`config.mk`:
```
export PLATFORM = sky130hd
export DESIGN_NAME = muldiv_sequencer
export DESIGN_NICKNAME = d
export VERILOG_FILES = /design/src/rtl/muldiv_sequencer.sv
export SDC_FILE = /design/constraint.sdc
export NUM_CORES = 1
export LEC_CHECK = 0
export BUFFER_PORTS_ARGS = -buffer_cell sky130_fd_sc_hd__buf_2
export CORE_ASPECT_RATIO = 1.25
export CORE_MARGIN = 2
export CORE_UTILIZATION = 61
export CTS_BUF_LIST = sky130_fd_sc_hd__clkbuf_8
export CTS_CLUSTER_DIAMETER = 120
export DETAILED_ROUTE_END_ITERATION = 6
export GPL_ROUTABILITY_DRIVEN = 0
export PLACE_DENSITY_LB_ADDON = 0.05
export SLEW_MARGIN = 10
export SYNTH_ARGS = -nofsm -noshare
export SYNTH_HDL_FRONTEND = slang
export SYNTH_SLANG_ARGS = --single-unit
export TNS_END_PERCENT = 50
```
`constraint.sdc`:
```
create_clock -name clk -period 7.4 [get_ports clk]
set_clock_uncertainty 0.2 [all_clocks]
set_input_delay 1.48 -clock clk [delete_from_list [all_inputs] [get_ports clk]]
set_output_delay 1.48 -clock clk [all_outputs]
set_load 0.05 [all_outputs]
```
`src/rtl/muldiv_sequencer.sv`:
```
// muldiv_sequencer
//   Multi-cycle signed MULT/DIV unit for the multicycle MIPS datapath.
//   A start pulse in IDLE captures a/b/op. The unit then runs one radix-2
//   step per cycle for WIDTH cycles, either a Booth multiply or a restoring
//   divide on magnitudes. One FIX cycle applies the sign correction and
//   latches hi/lo. One DONE cycle then pulses done/load_hi/load_lo.
//   DIV by zero takes a single DZ cycle that pulses div_zero and leaves
//   hi/lo untouched.
//
// Ports
//   clk        system clock, rising edge
//   reset      asynchronous, active-high
//   start      one-cycle request, honoured only in IDLE
//   op         0 = MULT (signed), 1 = DIV (signed), sampled with start
//   a, b       multiplicand/dividend, multiplier/divisor
//   busy       high whenever the unit is not IDLE
//   done       one-cycle pulse in DONE
//   div_zero   one-cycle pulse in DZ
//   load_hi    Hi register load strobe (same cycle as done)
//   load_lo    Lo register load strobe (same cycle as done)
//   hi, lo     MULT: product high/low word; DIV: remainder/quotient
//   state_dbg  current FSM state, for observation only
//
// Handshake: start is a request with no ready. It is accepted only when
// busy is low. Anything on start/a/b/op while busy is high is ignored.
module muldiv_sequencer #(
    parameter int WIDTH = 32
) (
    input  logic             clk,
    input  logic             reset,
    input  logic             start,
    input  logic             op,
    input  logic [WIDTH-1:0] a,
    input  logic [WIDTH-1:0] b,
    output logic             busy,
    output logic             done,
    output logic             div_zero,
    output logic             load_hi,
    output logic             load_lo,
    output logic [WIDTH-1:0] hi,
    output logic [WIDTH-1:0] lo,
    output logic [2:0]       state_dbg
);

    localparam int CW = $clog2(WIDTH);

    localparam logic [2:0] S_IDLE = 3'd0;
    localparam logic [2:0] S_CALC = 3'd1;
    localparam logic [2:0] S_FIX  = 3'd2;
    localparam logic [2:0] S_DONE = 3'd3;
    localparam logic [2:0] S_DZ   = 3'd4;

    logic [2:0]       state;
    logic [CW-1:0]    cnt;
    logic             op_r;
    // acc: Booth accumulator / division partial remainder (W+1 bits).
    // q:   Booth multiplier / dividend shifting into the quotient.
    // m:   sign-extended multiplicand / zero-extended divisor magnitude.
    logic [WIDTH:0]   acc;
    logic [WIDTH-1:0] q;
    logic             q_m1;
    logic [WIDTH:0]   m;
    logic             neg_q;
    logic             neg_r;

    // Operand magnitudes. A WIDTH-bit unsigned magnitude already holds
    // 2^(WIDTH-1), so |most-negative| needs no extra bit here.
    logic [WIDTH-1:0] a_mag;
    logic [WIDTH-1:0] b_mag;

    // One Booth step: add/sub, then arithmetic shift right across acc:q:q_m1.
    logic [WIDTH:0]   booth_sum;
    logic [WIDTH:0]   booth_acc_nx;
    logic [WIDTH-1:0] booth_q_nx;

    // One restoring-division step.
    logic [WIDTH:0]   r_sh;
    logic             div_ge;
    logic [WIDTH:0]   div_rem_nx;

    always_comb begin
        a_mag = a[WIDTH-1] ? (~a + 1'b1) : a;
        b_mag = b[WIDTH-1] ? (~b + 1'b1) : b;

        booth_sum = acc;
        case ({q[0], q_m1})
            2'b01:   booth_sum = acc + m;
            2'b10:   booth_sum = acc - m;
            default: booth_sum = acc;
        endcase
        booth_acc_nx = {booth_sum[WIDTH], booth_sum[WIDTH:1]};
        booth_q_nx   = {booth_sum[0], q[WIDTH-1:1]};

        // The partial remainder stays below the divisor magnitude, which is
        // at most 2^(WIDTH-1), so the shifted value fits in WIDTH+1 bits.
        r_sh       = {acc[WIDTH-1:0], q[WIDTH-1]};
        div_ge     = (r_sh >= m);
        div_rem_nx = div_ge ? (r_sh - m) : r_sh;
    end

    always_ff @(posedge clk or posedge reset) begin
        if (reset) begin
            state <= S_IDLE;
            cnt   <= '0;
            op_r  <= 1'b0;
            acc   <= '0;
            q     <= '0;
            q_m1  <= 1'b0;
            m     <= '0;
            neg_q <= 1'b0;
            neg_r <= 1'b0;
            hi    <= '0;
            lo    <= '0;
        end else begin
            case (state)
                S_IDLE: begin
                    if (start) begin
                        if (op && (b == '0)) begin
                            state <= S_DZ;
                        end else begin
                            state <= S_CALC;
                            cnt   <= '0;
                            op_r  <= op;
                            acc   <= '0;
                            q_m1  <= 1'b0;
                            if (!op) begin
                                q     <= b;
                                m     <= {a[WIDTH-1], a};
                                neg_q <= 1'b0;
                                neg_r <= 1'b0;
                            end else begin
                                q     <= a_mag;
                                m     <= {1'b0, b_mag};
                                neg_q <= a[WIDTH-1] ^ b[WIDTH-1];
                                neg_r <= a[WIDTH-1];
                            end
                        end
                    end
                end
                S_CALC: begin
                    if (!op_r) begin
                        acc  <= booth_acc_nx;
                        q    <= booth_q_nx;
                        q_m1 <= q[0];
                    end else begin
                        acc <= div_rem_nx;
                        q   <= {q[WIDTH-2:0], div_ge};
                    end
                    cnt <= cnt + 1'b1;
                    if (cnt == CW'(WIDTH - 1)) begin
                        state <= S_FIX;
                    end
                end
                S_FIX: begin
                    // Booth leaves the product as acc[W-1:0]:q. Division
                    // leaves remainder in acc and quotient in q, both as
                    // magnitudes that still need their signs restored.
                    if (!op_r) begin
                        hi <= acc[WIDTH-1:0];
                        lo <= q;
                    end else begin
                        hi <= neg_r ? (~acc[WIDTH-1:0] + 1'b1) : acc[WIDTH-1:0];
                        lo <= neg_q ? (~q + 1'b1) : q;
                    end
                    state <= S_DONE;
                end
                S_DONE:  state <= S_IDLE;
                S_DZ:    state <= S_IDLE;
                default: state <= S_IDLE;
            endcase
        end
    end

    assign busy      = (state != S_IDLE);
    assign done      = (state == S_DONE);
    assign load_hi   = (state == S_DONE);
    assign load_lo   = (state == S_DONE);
    assign div_zero  = (state == S_DZ);
    assign state_dbg = state;

endmodule

```
**After elaboration in Yosys (flattened, before gate mapping)**

Index checks and enable logic that the tools add are counted.

- Flip-flop bits (word level): 174
- Bits in latches: 0
- Memory bits (writable): 0
- ROM bits: 0
- Input port bits: 68
- Output and inout port bits: 72
- Logic and storage cells: 77
- Memories: 0

- Add/subtract/negate cells: 8
- Multiply operators: 0
- Divide/modulo/power cells: 0
- $lt $le $gt $ge: 1
- Equal/unequal tests: 11
- Shift-type cells: 0
- Muxes and demuxes: 31
- Bitwise gates (word level): 6
- Reductions and logical operators: 9

Operator list:

| operator | number |
|---|---|
| $mux W32 | 10 |
| $mux W33 | 5 |
| $pmux W33 S2 | 2 |
| $add A32 B1 Y32 const B | 4 |
| $not A32 Y32 | 4 |
| $sub A33 B33 Y33 | 2 |
| $pmux W32 S2 | 1 |
| $add A33 B33 Y33 | 1 |
| $ge A33 B33 Y1 | 1 |
| $logic_not A32 Y1 | 1 |
| $mux W5 | 2 |
| $pmux W5 S2 | 1 |
| $mux W3 | 3 |
| $pmux W3 S3 | 1 |
| $ne A2 B2 Y1 const B | 4 |
| $eq A3 B2 Y1 const B | 2 |
| $reduce_and A3 Y1 | 2 |
| $add A5 B1 Y5 const B | 1 |
| $eq A5 B5 Y1 const B | 1 |
| $mux W1 | 5 |
| $reduce_and A4 Y1 | 1 |
| $eq A3 B1 Y1 const B | 1 |
| $eq A3 B3 Y1 const B | 1 |
| $logic_not A3 Y1 | 1 |
| other kinds (9) | 9 |

**Longest topological paths before layout**

- Depth in word-level cells: 7
- Depth in mapped cells: 19
- Gate-level depth less buffers: 19

**Worst setup path before layout**

Ideal clock, no wire load.

- Path kind: reg2reg
- Start: register m[5]
- End: register acc[31]
- Setup time: 126 ps
- Arrival time: 4341 ps
- Data required time: 7074 ps
- Setup slack: 2733 ps
- Stages on the path, launching flop included: 18
- Path buffers: 0
- Path through: dfrtp_1 > or4_1 > nor4_1 > and2_1 > nand2_1 > nor4_1 > nor2_1 > xnor2_1 > ha_1 > and2_1 > or4_1 > o31a_1 > a2111oi_0 > o31a_1 > o31ai_1 > mux2i_1 > xnor2_1 > a221o_1

- Word-level cells in the longest chain between the ends: 4

RTL lines:

| what | line | RTL |
|---|---|---|
| start: declaration | 62 | `logic [WIDTH:0] m;` |
| start signal: assignment | 128 | `m <= {a[WIDTH-1], a};` |
| start signal: assignment | 133 | `m <= {1'b0, b_mag};` |
| $sub A33 B33 Y33 (tied with other cells) | 88 | `2'b10: booth_sum = acc - m;` |
| $pmux W33 S2 or $mux W33 (tied branches) | 86, 98 |  |
| $mux W33 (*) | 141 | `if (!op_r) begin` |
| $pmux W33 S2 (*) | 115 | `case (state)` |
| end signal: assignment | 142 | `acc <= booth_acc_nx;` |
| end signal: assignment | 146 | `acc <= div_rem_nx;` |
| end: declaration | 59 | `logic [WIDTH:0] acc;` |

Every way passes the cells marked *; elsewhere a longest branch is shown, timed or not.
A chain may end at the register's enable or synchronous reset.

**Worst setup path in the final report**

- Start: register m[4]
- End: register acc[31]

Same word-level chain as after synthesis.

==> metrics.md <==
| Metric | Value |
|---|---|
| Crit end category | flip-flop |
| FF+latch area | 4360 um2 |
| Number of global-route vias before repair | 13200 |
| Antenna violations before repair | 0 |
| Startpoint types | flip-flop |
| Syn-to-layout area delta | 8.07% |
| Status | complete, no violations |
| CTS tree | built |
| Logic pwr share | 0.707 |
| Synth top area cells | dfrtp_1 30%, xor2_1 6.4%, o21ai_0 6.2% |
| Sequential area share after synthesis | 0.295 |
| Post-layout net count | 2023 |
| Cell Area, Synth | 14700 um2 |
| Pre-antenna DRT Iters | 7 |
| # rows | 63 |
| Most common cell after layout, fill and taps aside | nand2_1 |
| Finished Layout Cells | 2218 |
| H-tree depth | 4 |
| Final critical-path required period | 5.72 ns |
| Pin count of the biggest net entering global routing | 126 |
| PwrDens | 554 nW/um2 |
| Area of the die | 25400 um2 |
| Final hold vios | 0 |
| Post-route ant nets | 0 |
| Synth Flop Type | dfrtp_1 |
| Post-synth EDFFs | 0 |
| Avg WL per Cell | 19.8 um |
| Average size of a mapped cell | 8.08 um2 |
| CTS Buf Count | 17 |
| Clock Pin Slew Worst Setup and Hold Paths | 0.11 ns |
| Setup Viol. Count Final | 0 |
| Layout cells sized above 1 | 0.112 |
| Final wirelength | 44000 um |
| Post-synthesis register bit count | 174 |
| Sw Share | 0.529 |
| Fillers | 2043 |
| Initial DRC Count | 1217 |
| PostCTS Resize Cnt | 0 |
| Synth area leader | dfrtp_1 |
| Commonest cells after routing, fill and taps aside | 217 x nand2_1, 183 x o21ai_0, 173 x dfrtp_1, 150 x a21oi_1, 139 x buf_2 |
| GRT Overall Usage | 0.351 |
| Core area | 23700 um2 |
| NetSw | 4.68 mW |
| Register share of total power | 0.211 |
| Setup TNS | 0 ns |
| Root buf cell | clkbuf_8 |
| Max-slew violations | 0 |
| IO Port Bufs | 139 |
| Clock Latency Late Sink | 0.50 ns |
| Unrepaired setup endpoints after global routing | no |
| Cells after DPL | 2185 |
| Synth async-reset ratio | 1.00 |
| # IOs | 140 |
| Max Fclk | 175 MHz |
| Post-CTS Hold Buffers | 0 |
| CTS Buffer Depth | 2 |
| Worst-path fanout max | 5 |
| Critical path required time | 7.60 ns |
| First-pass GRT wire length | 69700 um |
| Post-DP HPWL | 32400 um |
| Clk pwr share | 0.082 |
| Synth cell types | 72 |
| Starting density of the core | 0.621 |
| Antenna fix cells | 0 |
| Clock sink count | 174 |
| Synthesized Nets | 1967 |
| Die X | 143 um |
| Post-CTS Setup Bufs | 0 |
| Slew @ Worst Pin | 1.03 ns |
| Post-Syn Instances | 1824 |
| Die H | 178 um |
| Tcrit/Tclk final | 0.772 |
| Worst Path Arrival | 5.92 ns |
| Rel. slew slack | 0.308 |
| Peak VDD IR | 0.260 mV |
| GRT overflow | 0 |
| Drc violations | 0 |
| Yosys top cell area share | 0.295 |
| Max-cap violations | 0 |
| Ys Warns | 0 |
| Multi-input gate area | 9690 um2 |
| Vias post-DR | 14100 |
| HP Class | reg -> reg |
| Pleak | 7.06 nW |
| Int Pwr | 4.16 mW |
| Setup CP Type | reg -> reg |
| Via-per-instance ratio | 6.34 |
==> power groups by stage <==
stage | Combinational, mW | Clock (mW) | Sequential (mW)
2_1_floorplan | 4.89 | 0 | 1.65
5_1_grt | 6.88 | 0.769 | 1.90
6_report | 6.25 | 0.724 | 1.86
3_5_place_dp | 6.10 | 0 | 1.86
4_1_cts | 6.15 | 0.730 | 1.84
3_3_place_gp | 6.00 | 0 | 1.84
==> cell families after synthesis <==
| group | share of synthesized area |
|---|---|
| AOI/OAI and AO/OA | 0.268 |
| xor gates and xnor gates | 0.122 |
| adders and majority gates | 0.0647 |
| buffers and inverters | 0.0492 |
| DFF | 0.295 |
| muxes | 0.0315 |
| and+or+nand+nor | 0.169 |
==> per-stage QoR <==
| step | hold slack, ns | utilization | power, mW | instance area, um2 | setup WS (ns) |
|---|---|---|---|---|---|
| after floorplan | 0.250 | - | 6.55 | 14700 | 1.00 |
| after global placement | 0.254 | 0.653 | 7.84 | 15500 | 1.96 |
| after detailed placement | 0.265 | 0.653 | 7.97 | 15500 | 1.85 |
| after CTS | 0.287 | 0.671 | 8.72 | 15900 | 1.84 |
| after global routing | 0.302 | 0.672 | 9.55 | 15900 | 1.44 |
| final | 0.277 | 0.672 | 8.83 | 15900 | 1.68 |
==> layer usage <==
layer | global-route usage | part of all wire | vias up
li1 | - | - | 6719
met1 | 0.427 | 0.39 | 6584
met2 | 0.600 | 0.49 | 619
met3 | 0.0445 | 0.064 | 133
met4 | 0.190 | 0.057 | 0
met5 | 0 | 0 | -
==> sequential cells by signal, indices dropped and copies added, names as in the netlist <==
| register | cells |
|---|---|
| acc | 33 |
| m | 33 |
| hi | 32 |
| lo | 32 |
| q | 32 |
| cnt | 5 |
| state_dbg | 3 |
| neg_q | 1 |
| neg_r | 1 |
| op_r | 1 |
| q_m1 | 1 |
==> cells in the mapped netlist (15+ instances only) <==
cell type / count
nor2b_1: 15
dfrtp_1: 174
o41ai_1: 15
a31oi_1: 23
nand3_1: 23
clkbuf_1: 91
nor2_1: 117
nand2b_1: 17
inv_1: 67
ha_1: 73
xnor2_1: 98
and3_1: 19
nor4_1: 18
mux2i_1: 43
a211oi_1: 45
o31ai_1: 31
o211ai_1: 44
a21o_1: 26
a21oi_1: 150
nor3_1: 28
o21ai_0: 183
nand2_1: 217
xor2_1: 108
==> area by class of cell <==
type | instances | share of cell area
clock buffer | 17 | 0.0147
clock inverter | 15 | 0.0120
inverter | 67 | 0.0161
multi-input combinational | 1469 | 0.608
sequential | 174 | 0.273
tap | 325 | 0.0255
timing repair buffer | 151 | 0.0501
==> critical path: stages, from the launching register on <==
cell       delay, ns
dfrtp_1         0.42
or4_1           0.53
nor4_1          0.38
and2_1          0.22
nand2_1         0.10
nor3_1          0.46
and2_1          0.30
nor2_1          0.08
xnor2_1         0.24
ha_1            0.32
a21o_1          0.22
a21o_1          0.18
a21o_1          0.22
a2111oi_0       0.65
o31a_1          0.29
o31ai_1         0.11
mux2i_1         0.27
xnor2_1         0.10
a221o_1         0.32
==> worst paths after layout <==
kind | cells after the start | endpoint | startpoint | slack (ns)
hold / removal | 2 | hi[10] | hi[10] | 0.28
hold reg to reg | 2 | hi[10] | hi[10] | 0.28
setup / recovery | 18 | acc[31] | m[4] | 1.68
min in group asynchronous | 2 | hi[31] | reset | 0.78
setup reg to reg | 18 | acc[31] | m[4] | 1.68
max in group asynchronous | 3 | op_r | reset | 5.00
No activity file was read; power rests on OpenSTA's default activity.
